`config.mk`:
```
export PLATFORM = sky130hd
export DESIGN_NAME = led_pattern_gen
export DESIGN_NICKNAME = d
export VERILOG_FILES = /design/src/rtl/led_game_pkg.sv /design/src/rtl/tick_prescaler.sv /design/src/rtl/led_pattern_gen.sv
export SDC_FILE = /design/constraint.sdc
export NUM_CORES = 1
export LEC_CHECK = 0
export ABC_AREA = 1
export CAP_MARGIN = 10
export CORE_AREA = 2 2 67 69
export DETAILED_ROUTE_END_ITERATION = 16
export DIE_AREA = 0 0 69 71
export PLACE_DENSITY = 0.77
export SYNTH_ARGS = -nofsm -noshare
export SYNTH_HDL_FRONTEND = slang
export SYNTH_SLANG_ARGS = --single-unit
```
`constraint.sdc`:
```
create_clock -name clk -period 1.7 [get_ports clk]
set_clock_uncertainty 0.15 [all_clocks]
set_input_delay 0.255 -clock clk [delete_from_list [all_inputs] [get_ports clk]]
set_output_delay 0.255 -clock clk [all_outputs]
set_load 0.1 [all_outputs]
```
`src/rtl/led_game_pkg.sv`:
```
// Shared constants for the LED pattern generator: pattern select codes and
// head-travel directions.
package led_game_pkg;

    localparam logic [1:0] MODE_BOUNCE = 2'd0;
    localparam logic [1:0] MODE_ROTATE = 2'd1;
    localparam logic [1:0] MODE_FILL   = 2'd2;
    localparam logic [1:0] MODE_COMET  = 2'd3;

    localparam logic DIR_DOWN = 1'b0;
    localparam logic DIR_UP   = 1'b1;

endpackage : led_game_pkg

```
`src/rtl/tick_prescaler.sv`:
```
// Free-running 0..TICK_DIV-1 counter producing a one-cycle terminal-count tick.
// enable freezes the count; clear restarts it and suppresses the tick.
module tick_prescaler #(
    parameter int TICK_DIV = 12500000
) (
    input  logic clk,
    input  logic reset,
    input  logic enable,
    input  logic clear,
    output logic tick
);

    localparam int                CNT_W = (TICK_DIV > 1) ? $clog2(TICK_DIV) : 1;
    localparam logic [CNT_W-1:0] LAST  = CNT_W'(TICK_DIV - 1);

    logic [CNT_W-1:0] cnt_q;
    logic [CNT_W-1:0] cnt_d;

    assign tick = enable && !clear && (cnt_q == LAST);

    // NOTE: cnt_d is defaulted first so no path through this block leaves it
    // unassigned, which would otherwise infer a latch.
    always_comb begin
        cnt_d = cnt_q;
        if (clear) begin
            cnt_d = '0;
        end else if (enable) begin
            cnt_d = (cnt_q == LAST) ? '0 : cnt_q + 1'b1;
        end
    end

    // NOTE: state registers use non-blocking assignments so every flop samples
    // its next value from the same pre-edge snapshot.
    always_ff @(posedge clk) begin
        if (!reset) begin
            cnt_q <= '0;
        end else begin
            cnt_q <= cnt_d;
        end
    end

endmodule : tick_prescaler

```
`src/rtl/led_pattern_gen.sv`:
```
// Runtime-selectable LED bar pattern generator (bounce, rotate, fill, comet)
// advancing one head position per prescaled tick; outputs are registered.
module led_pattern_gen
    import led_game_pkg::*;
#(
    parameter  int N_LEDS   = 8,
    parameter  int TICK_DIV = 12500000,
    localparam int POS_W    = $clog2(N_LEDS)
) (
    input  logic              clk,
    input  logic              reset,
    input  logic              enable,
    input  logic [1:0]        mode,
    output logic [N_LEDS-1:0] leds,
    output logic [POS_W-1:0]  pos,
    output logic              step
);

    localparam logic [POS_W-1:0] POS_MAX = POS_W'(N_LEDS - 1);

    logic [1:0]        mode_q, mode_d;
    logic [POS_W-1:0]  pos_q, pos_d;
    logic [POS_W-1:0]  prev_pos_q, prev_pos_d;
    logic              dir_q, dir_d;
    logic [N_LEDS-1:0] leds_q, leds_d;
    logic              step_q;
    logic              restart;
    logic              tick;

    assign restart = (mode != mode_q);

    // A pattern switch also restarts the prescaler so the new pattern gets a
    // full first step.
    tick_prescaler #(
        .TICK_DIV (TICK_DIV)
    ) u_prescaler (
        .clk    (clk),
        .reset  (reset),
        .enable (enable),
        .clear  (restart),
        .tick   (tick)
    );

    always_comb begin
        mode_d     = mode_q;
        pos_d      = pos_q;
        prev_pos_d = prev_pos_q;
        dir_d      = dir_q;
        if (restart) begin
            mode_d     = mode;
            pos_d      = POS_MAX;
            prev_pos_d = POS_MAX;
            dir_d      = DIR_DOWN;
        end else if (tick) begin
            prev_pos_d = pos_q;
            if (mode_q == MODE_ROTATE) begin
                dir_d = DIR_DOWN;
                pos_d = (pos_q == '0) ? POS_MAX : pos_q - 1'b1;
            end else if (dir_q == DIR_DOWN) begin
                // Turn around at the end in the same step, so the end LED
                // is shown for exactly one step.
                if (pos_q == '0) begin
                    dir_d = DIR_UP;
                    pos_d = POS_W'(1);
                end else begin
                    pos_d = pos_q - 1'b1;
                end
            end else begin
                if (pos_q == POS_MAX) begin
                    dir_d = DIR_DOWN;
                    pos_d = POS_MAX - 1'b1;
                end else begin
                    pos_d = pos_q + 1'b1;
                end
            end
        end
    end

    always_comb begin
        leds_d = '0;
        for (int i = 0; i < N_LEDS; i++) begin
            case (mode_q)
                MODE_FILL:  leds_d[i] = (POS_W'(i) >= pos_q);
                MODE_COMET: leds_d[i] = (POS_W'(i) == pos_q) || (POS_W'(i) == prev_pos_q);
                default:    leds_d[i] = (POS_W'(i) == pos_q);
            endcase
        end
    end

    always_ff @(posedge clk) begin
        if (!reset) begin
            mode_q     <= mode;
            pos_q      <= POS_MAX;
            prev_pos_q <= POS_MAX;
            dir_q      <= DIR_DOWN;
            leds_q     <= '0;
            step_q     <= 1'b0;
        end else begin
            mode_q     <= mode_d;
            pos_q      <= pos_d;
            prev_pos_q <= prev_pos_d;
            dir_q      <= dir_d;
            leds_q     <= leds_d;
            step_q     <= tick;
        end
    end

    assign leds = leds_q;
    assign pos  = pos_q;
    assign step = step_q;

endmodule : led_pattern_gen
```
==> impl_results.md, run 1 <==
- Status: complete, no violations
- Post-Synth Adder-Cell Area: 3.210%
- Placer Congestion: 0.9232
- Slew Limit Fails: 0
- Synth Register Bits: 42
- Gate power share: 7.8%
- Kind of critical path: reg2reg
- Placed Cells: 443
- Die X: 69 um
- Pint: 1.490 mW
- Synth async-reset ratio: 0%
- GRT Total Usage: 23.05%
- Hold Crit Depth: 4
- Setup-failing EPs final: 0
- Initial DRT Pass Iterations: 4
- Synth Area in XOR/XNOR: 2.622%
- Max_slew headroom: 74.02%
- Maximum Capacitance Violations: 0
- Clk_lat worst skew: 0.30 ns
- Hpwl dp: 4182 um
- Tmin final: 1.607 ns
- Slew @ Worst Pin: 0.3882 ns
- Share of post-route cells with drive strength above 1: 21.00%
- Compound-Gate Fraction of Synth Area: 8.186%
- Worst r2r path cells: 9
- Final hold vios: 0
- Flop-to-flop setup slack: 0.09 ns
- Final Instance Area: 3034 sq um
- Clk root buf: clkbuf_8
- Register area: 875.8 sq um
- DRC: 0
- Top-Level Pins: 17
- Fill cells: 349
- Core Region: 4204 sq um
- Bufs and invs on worst path: 3
- Final Cycle Share: 94.55%
- VDD IR max: 0.5805 mV
- WL/cell: 11.98 um
- Post-synthesis cell type count: 30
- Via density: 5.128
- Clock Pin Slew Worst Setup and Hold Paths: 0.08 ns
- Synthesis-to-layout area growth: 29.75%
- Vias in the first global route: 2075
- Seq/Total Area, Yosys: 36.81%
- H-tree depth: 2
- IO buf count: 16
- Syn_nets: 363
- Top FF cell, synth: dfxtp_1
- FF-to-FF End: prev_pos_q[2]
- Synthesized area: 2338 sq um
- Clock buffer depth: 2
- Power Total: 1.926 mW
- First-pass GRT wire length: 9087 um
- WHS Endpoint: u_prescaler.cnt_q[1]
- Max FO, Critical Path: 7
- Hold Startpoint: enable
- Post-synthesis average cell area: 6.643 sq um
- Number of nets with antenna violations after routing: 0
- Placed instance area: 2869 sq um
- Max Freq: 0.6221 GHz
- Critical path endpoint category: flop
- CTS buffer count: 5
- Sink Count: 42
- EDFF count, synth: 2
- Ranking of synthesized cells by area: dfxtp_1 (34%), nand2_1 (15%), nor2_1 (10%), inv_1 (7.1%), nand3_1 (3.6%)
- Multi-input gate area: 1323 sq um
- Worst endpoint data arrival time: 1.64 ns
- Initial core utilization: 55.63%
- Req. time, crit path: 1.74 ns
- Startpoint Class: flop
- Reg2reg start: u_prescaler.cnt_q[0]
- CP Cell Sequence: ha_1, inv_1, nor2_4, nand3_2, inv_2, nand3_4, buf_4, nand2_1, nand3_1
- Iter 0 DRT Violations: 142
- Synth area leader: dfxtp_1
- Nets: 410
- GRT Residual Overflow: 0
- Largest family of logic cells by synthesized area: simple AND/OR/NAND/NOR gates
- Final instance count without filler cells: 452
- Worst min-delay path class: in2reg
- Reg power frac: 52.0%
- Sw power: 0.4359 mW
- Clk pwr share: 40.2%
- Die height: 71 um
- Largest net degree at the start of global routing: 14
- Core occupancy in the finished layout: 72.17%
- Post-Synth Simple-Gate Area: 40.72%
- Final wirelength: 5415 um
- Crit-path max cell delay: 0.34 ns
- Hold-fix buffers at CTS: 0
- Gate Count Post-Synth: 352
- Ant diodes: 0
- Switching share of total power: 22.63%
- CP max-delay cell: dfxtp_2
- Cell Pwr Density: 634.8 nW/um^2
- Die area: 4899 sq um
- Leak Pwr: 1.302 nW
- Number of warnings issued by yosys: 0
- Share of the synthesized area in the top cell type: 34.24%
- Initial antenna violation count: 0
- Critical path's top delay family: simple AND/OR/NAND/NOR gates
- Post-synthesis mux area share: 0%
- Detailed-route via count: 2318
- Std cell rows: 24
- CTS tree: yes
## worst max path at each step
| stage | from | to | slack, ns | depth (start not counted) |
|---|---|---|---|---|
| after floorplan | pos[1] | dir_q | 0.006 | 8 |
| after global placement | enable | u_prescaler.cnt_q[10] | -0.25 | 9 |
| after detailed placement | mode[1] | u_prescaler.cnt_q[21] | -0.28 | 8 |
| after CTS | u_prescaler.cnt_q[0] | u_prescaler.cnt_q[19] | 0.002 | 8 |
| after global routing | u_prescaler.cnt_q[3] | pos[0] | -0.02 | 8 |
| final | u_prescaler.cnt_q[0] | prev_pos_q[2] | 0.09 | 9 |
## timing repair
action | 4_1_cts | 5_1_grt
gates resized for setup | 1 | 15
pin swaps | 0 | 1
setup buffers | 0 | 1
setup endpoints to repair | 4 | 23
## flip-flops by register name, indices dropped and copies added, names as in the netlist
| name | cells |
|---|---|
| step | 1 |
| leds | 8 |
| u_prescaler.cnt_q | 24 |
| dir_q | 1 |
| pos | 3 |
| mode_q | 2 |
| prev_pos_q | 3 |
## logic make-up (layout without fill, tap and decap cells)
group                    Yosys count  count (layout)
AO/OA/AOI/OAI                     34              34
XOR/XNOR                           7               7
buffers and inverters             50              98
flip-flops                        42              42
AND/OR/NAND/NOR                  213             213
adder cells (fa/ha/maj)            6               6
## worst min-delay path: stages
cell and delay, ns:
dlymetal6s2s_1 0.19, buf_4 0.16, nor2_1 0.09, nor3_1 0.05
## metrics by stage
stage	setup slack, ns	hold WS (ns)	TNS (ns)
floorplan	0.006119	0.2026	0
global placement	-0.2458	0.3453	-6.114
detailed placement	-0.2833	0.3663	-6.884
CTS	0.002497	0.3796	0
global route	-0.01881	0.3637	-0.03677
finish	0.09259	0.3471	0
## final cells by class
class | instances | share of cell area [%]
clock buffers | 5 | 2.268
clock inverters | 3 | 1.320
inverters | 47 | 5.814
multi-input cells | 260 | 43.59
flip-flops and latches | 42 | 28.87
well taps | 52 | 2.144
repair buffers | 43 | 16.00
## Yosys cell counts, drive strengths merged, types with 2 or more instances
cell type and count:
buf 3, xnor2 2, nor3 9, nor2 72, nand2 97, dfxtp 40
edfxtp 2, nand4 8, xor2 5, ha 6, o211ai 4, nand3b 2
o21ai 9, nand3 20, inv 47, and2 3, a21oi 14, a31oi 5
## layer usage
metal	up-vias	global-route usage [%]	routed length, um
met5	-	0	0
met4	0	8.715	85
met3	9	4.558	259
met2	55	35.68	2363
met1	1047	31.97	2707
li1	1207	-	-
## power groups by stage
stage               logic, mW  registers (mW)  clock network [mW]
detailed placement      0.142            1.02                   0
global placement        0.139            1.02                   0
global route            0.163            1.00               0.818
finish                  0.150            1.00               0.775
floorplan              0.0660            1.03                   0
CTS                     0.143            1.00               0.789
## cells in the final DEF (no fill, tap or decap), types with 5 or more instances in the layout
cell type	count
ha_1	6
nand4_1	8
inv_1	43
nand2_1	92
a31oi_1	5
buf_12	12
a21oi_1	14
nor2_4	5
nor2_1	56
nand3_1	17
o21ai_0	9
nor3_1	8
nor2_2	11
clkbuf_8	5
buf_4	27
xor2_1	5
dfxtp_1	34
(Power assumes the default switching activity.)
==> run 2, diff against run 1 <==
--- a/config.mk
+++ b/config.mk
@@ -6,7 +6,7 @@
 export NUM_CORES = 1
 export LEC_CHECK = 0
 export ABC_AREA = 1
-export CAP_MARGIN = 10
+export CAP_MARGIN = 20
 export CORE_AREA = 2 2 67 69
 export DETAILED_ROUTE_END_ITERATION = 16
 export DIE_AREA = 0 0 69 71
==> constraint.sdc (replaced) <==
create_clock -name clk -period 1.6 [get_ports clk]
set_clock_uncertainty 0.15 [all_clocks]
set_input_delay 0.24 -clock clk [delete_from_list [all_inputs] [get_ports clk]]
set_output_delay 0.24 -clock clk [all_outputs]
set_load 0.1 [all_outputs]
==> run 2 against run 1 <==
  * Largest power group unchanged
  * Cell count is 2.0% higher
  * Non-clock buffer count is 8 higher
  * Sequential share of layout area is 1.5 points lower
  * Total power is 2.3% higher
  * Critical endpoint is now pos[0]
  * Global-route usage is 0.95 points higher
==> impl_results.md, run 2 (synthesized netlist as in run 1, its figures left out) <==
- Final wirelength: 6049 um (+12%)
- Initial DRT Pass Iterations: 5 (+1)
- Synthesis-to-layout area growth: 37.40%
- GRT Total Usage: 24.00% (+0.95 points)
- First-pass GRT wire length: 9591 um (+5.5%)
- Slew Limit Fails: 0 (unchanged)
- Status: complete, no violations
- Vias in the first global route: 2146 (+3.4%)
- Number of nets with antenna violations after routing: 0 (unchanged)
- Core Region: 4204 sq um (unchanged)
- Most used cell, CP: nand2_2
- Max FO, Critical Path: 4 (-3)
- IO buf count: 16 (unchanged)
- Tmin final: 1.562 ns (-0.04585 ns)
- GRT Residual Overflow: 0 (unchanged)
- Worst slack at placement: -0.3302 ns (-0.04684 ns)
- Clk_lat worst skew: 0.30 ns (about the same)
- VDD IR max: 0.6475 mV (+12%)
- H-tree depth: 2 (unchanged)
- Iter 0 DRT Violations: 203 (+43%)
- Clock Pin Slew Worst Setup and Hold Paths: 0.08 ns (about the same)
- DRC: 0 (unchanged)
- CP Cell Sequence: xnor2_1, nand2_2, buf_6, nor2_4, nand2_2, o21ai_1, nand2_1
- Ant diodes: 0 (unchanged)
- Clk pwr share: 36.3% (-3.9 points)
- CP max-delay cell: edfxtp_1
- Initial antenna violation count: 0 (unchanged)
- Sink Count: 42 (unchanged)
- Core occupancy in the finished layout: 76.43% (+4.3 points)
- Req. time, crit path: 1.64 ns (-0.10 ns)
- Reg power frac: 54.0% (+2.0 points)
- CTS buffer count: 5 (unchanged)
- Slew @ Worst Pin: 0.2870 ns (-0.1013 ns)
- Top-Level Pins: 17 (unchanged)
- Detailed-route via count: 2498 (+7.8%)
- Std cell rows: 24 (unchanged)
- Power Total: 1.971 mW (+2.3%)
- Critical path endpoint category: flop
- Share of post-route cells with drive strength above 1: 28.36% (+7.4 points)
- Hpwl dp: 4150 um (-0.77%)
- Biggest register: u_prescaler.cnt_q
- Fill cells: 286 (-18%)
- Kind of critical path: reg2reg
- Bufs and invs on worst path: 1 (-2)
- Sw power: 0.4832 mW (+11%)
- WL/cell: 13.12 um (+9.5%)
- Crit-path max cell delay: 0.46 ns (+0.12 ns)
- Die area: 4899 sq um (unchanged)
- Critical path's top delay family: flip-flops
- Worst endpoint data arrival time: 1.60 ns (-0.04 ns)
- Max_slew headroom: 80.83% (+6.8 points)
- Pint: 1.488 mW (-0.15%)
- Initial core utilization: 55.63% (unchanged)
- Via density: 5.419 (+5.7%)
- Worst min-delay path class: reg2reg
- Startpoint Class: flop
- Clock buffer depth: 2 (unchanged)
- Setup-failing EPs final: 0 (unchanged)
- Commonest cells after routing, fill and taps aside: nand2_1 (86), nor2_1 (53), inv_1 (41)
- Setup WS post-layout: 0.03844 ns (-0.05415 ns)
- Leak Pwr: 1.337 nW (+2.7%)
- Final hold vios: 0 (unchanged)
- Gate power share: 9.7% (+1.9 points)
- Commonest non-fill, non-tap cell in the layout: nand2_1
- Die X: 69 um (unchanged)
- Nets: 419 (+2.2%)
- Cell Pwr Density: 613.4 nW/um^2 (-3.4%)
- Maximum Capacitance Violations: 0 (unchanged)
- Max Freq: 0.6404 GHz (+2.9%)
- CTS tree: yes
- Die height: 71 um (unchanged)
- Largest net degree at the start of global routing: 14 (unchanged)
- Final Cycle Share: 97.60% (+3.0 points)
- RSZ-0062 raised after global routing: yes
- Placer Congestion: 0.8949 (-3.1%)
- Largest register FFs: 24 (unchanged)
- Switching share of total power: 24.51% (+1.9 points)
- Clk root buf: clkbuf_8
- Flop-to-flop setup slack: 0.04 ns (-0.05 ns)
==> run 2: cell count changes in the layout (fill, tap and decap cells not counted), sizes merged <==
| cell | previous run | this run |
|---|---|---|
| dlymetal6s2s | 1 | 0 |
| bufinv | 1 | 0 |
| buf | 39 | 47 |
| clkinv | 2 | 1 |
| clkbuf | 5 | 7 |
| nor2 | 72 | 73 |
| dlygate4sd2 | 0 | 1 |
==> run 2: cell type report <==
| class | count | area [sq um] | share of cell area, % |
|---|---|---|---|
| Multi-Input combinational cell | 261 | 1439 | 44.78 |
| Sequential cell | 42 | 878.3 | 27.34 |
| Inverter | 47 | 181.4 | 5.646 |
| Tap cell | 52 | 65.06 | 2.025 |
| Timing Repair Buffer | 51 | 558.0 | 17.37 |
| Clock buffer | 7 | 86.33 | 2.687 |
| Clock inverter | 1 | 5.005 | 0.1558 |
==> run 2: path summary, 6_finish.rpt <==
path / from / end / cells past startpoint
setup / recovery: mode_q[1] / pos[0] / 7
hold / removal: prev_pos_q[2] / prev_pos_q[2] / 2
setup reg to reg: mode_q[1] / pos[0] / 7
hold reg to reg: prev_pos_q[2] / prev_pos_q[2] / 2
==> run 2: metal layers <==
layer	wire length, um	track usage, %	up-vias
met5	0	0	-
met4	102	7.625	0
met3	493	4.558	14
met2	2716	36.32	133
met1	2736	34.70	1120
li1	-	-	1231
==> run 2: timing repair <==
action	4_1_cts	5_1_grt
endpoints found under the hold margin	0	0
gates resized for setup	7	44
cloned	0	1
buffers inserted	1	6
pin swaps	2	20
hold buffers	0	0
setup endpoints to repair	23	28
==> run 2: worst register-to-register path, cell delays in order (launching register included) <==
cell      delay [ns]
edfxtp_1        0.46
xnor2_1         0.20
nand2_2         0.11
buf_6           0.13
nor2_4          0.18
nand2_2         0.10
o21ai_1         0.08
nand2_1         0.06
==> run 2: stage by stage <==
stage	std cells	hold slack, ns	instance area (sq um)	TNS (ns)
5_1_grt	461	0.4125	3213	-1.523
6_report	461	0.3844	3213	0
3_5_place_dp	445	0.3619	2892	-8.252
3_3_place_gp	445	0.3474	2892	-7.599
4_1_cts	454	0.3816	3013	0
2_1_floorplan	352	0.1876	2357	0
==> run 2: power by group through the flow <==
stage / combinational, mW / clock (mW) / sequential (mW)
CTS: 0.161 / 0.718 / 1.06
finish: 0.191 / 0.715 / 1.06
detailed placement: 0.150 / 0 / 1.09
global route: 0.206 / 0.759 / 1.07
floorplan: 0.0699 / 0 / 1.10
global placement: 0.149 / 0 / 1.09
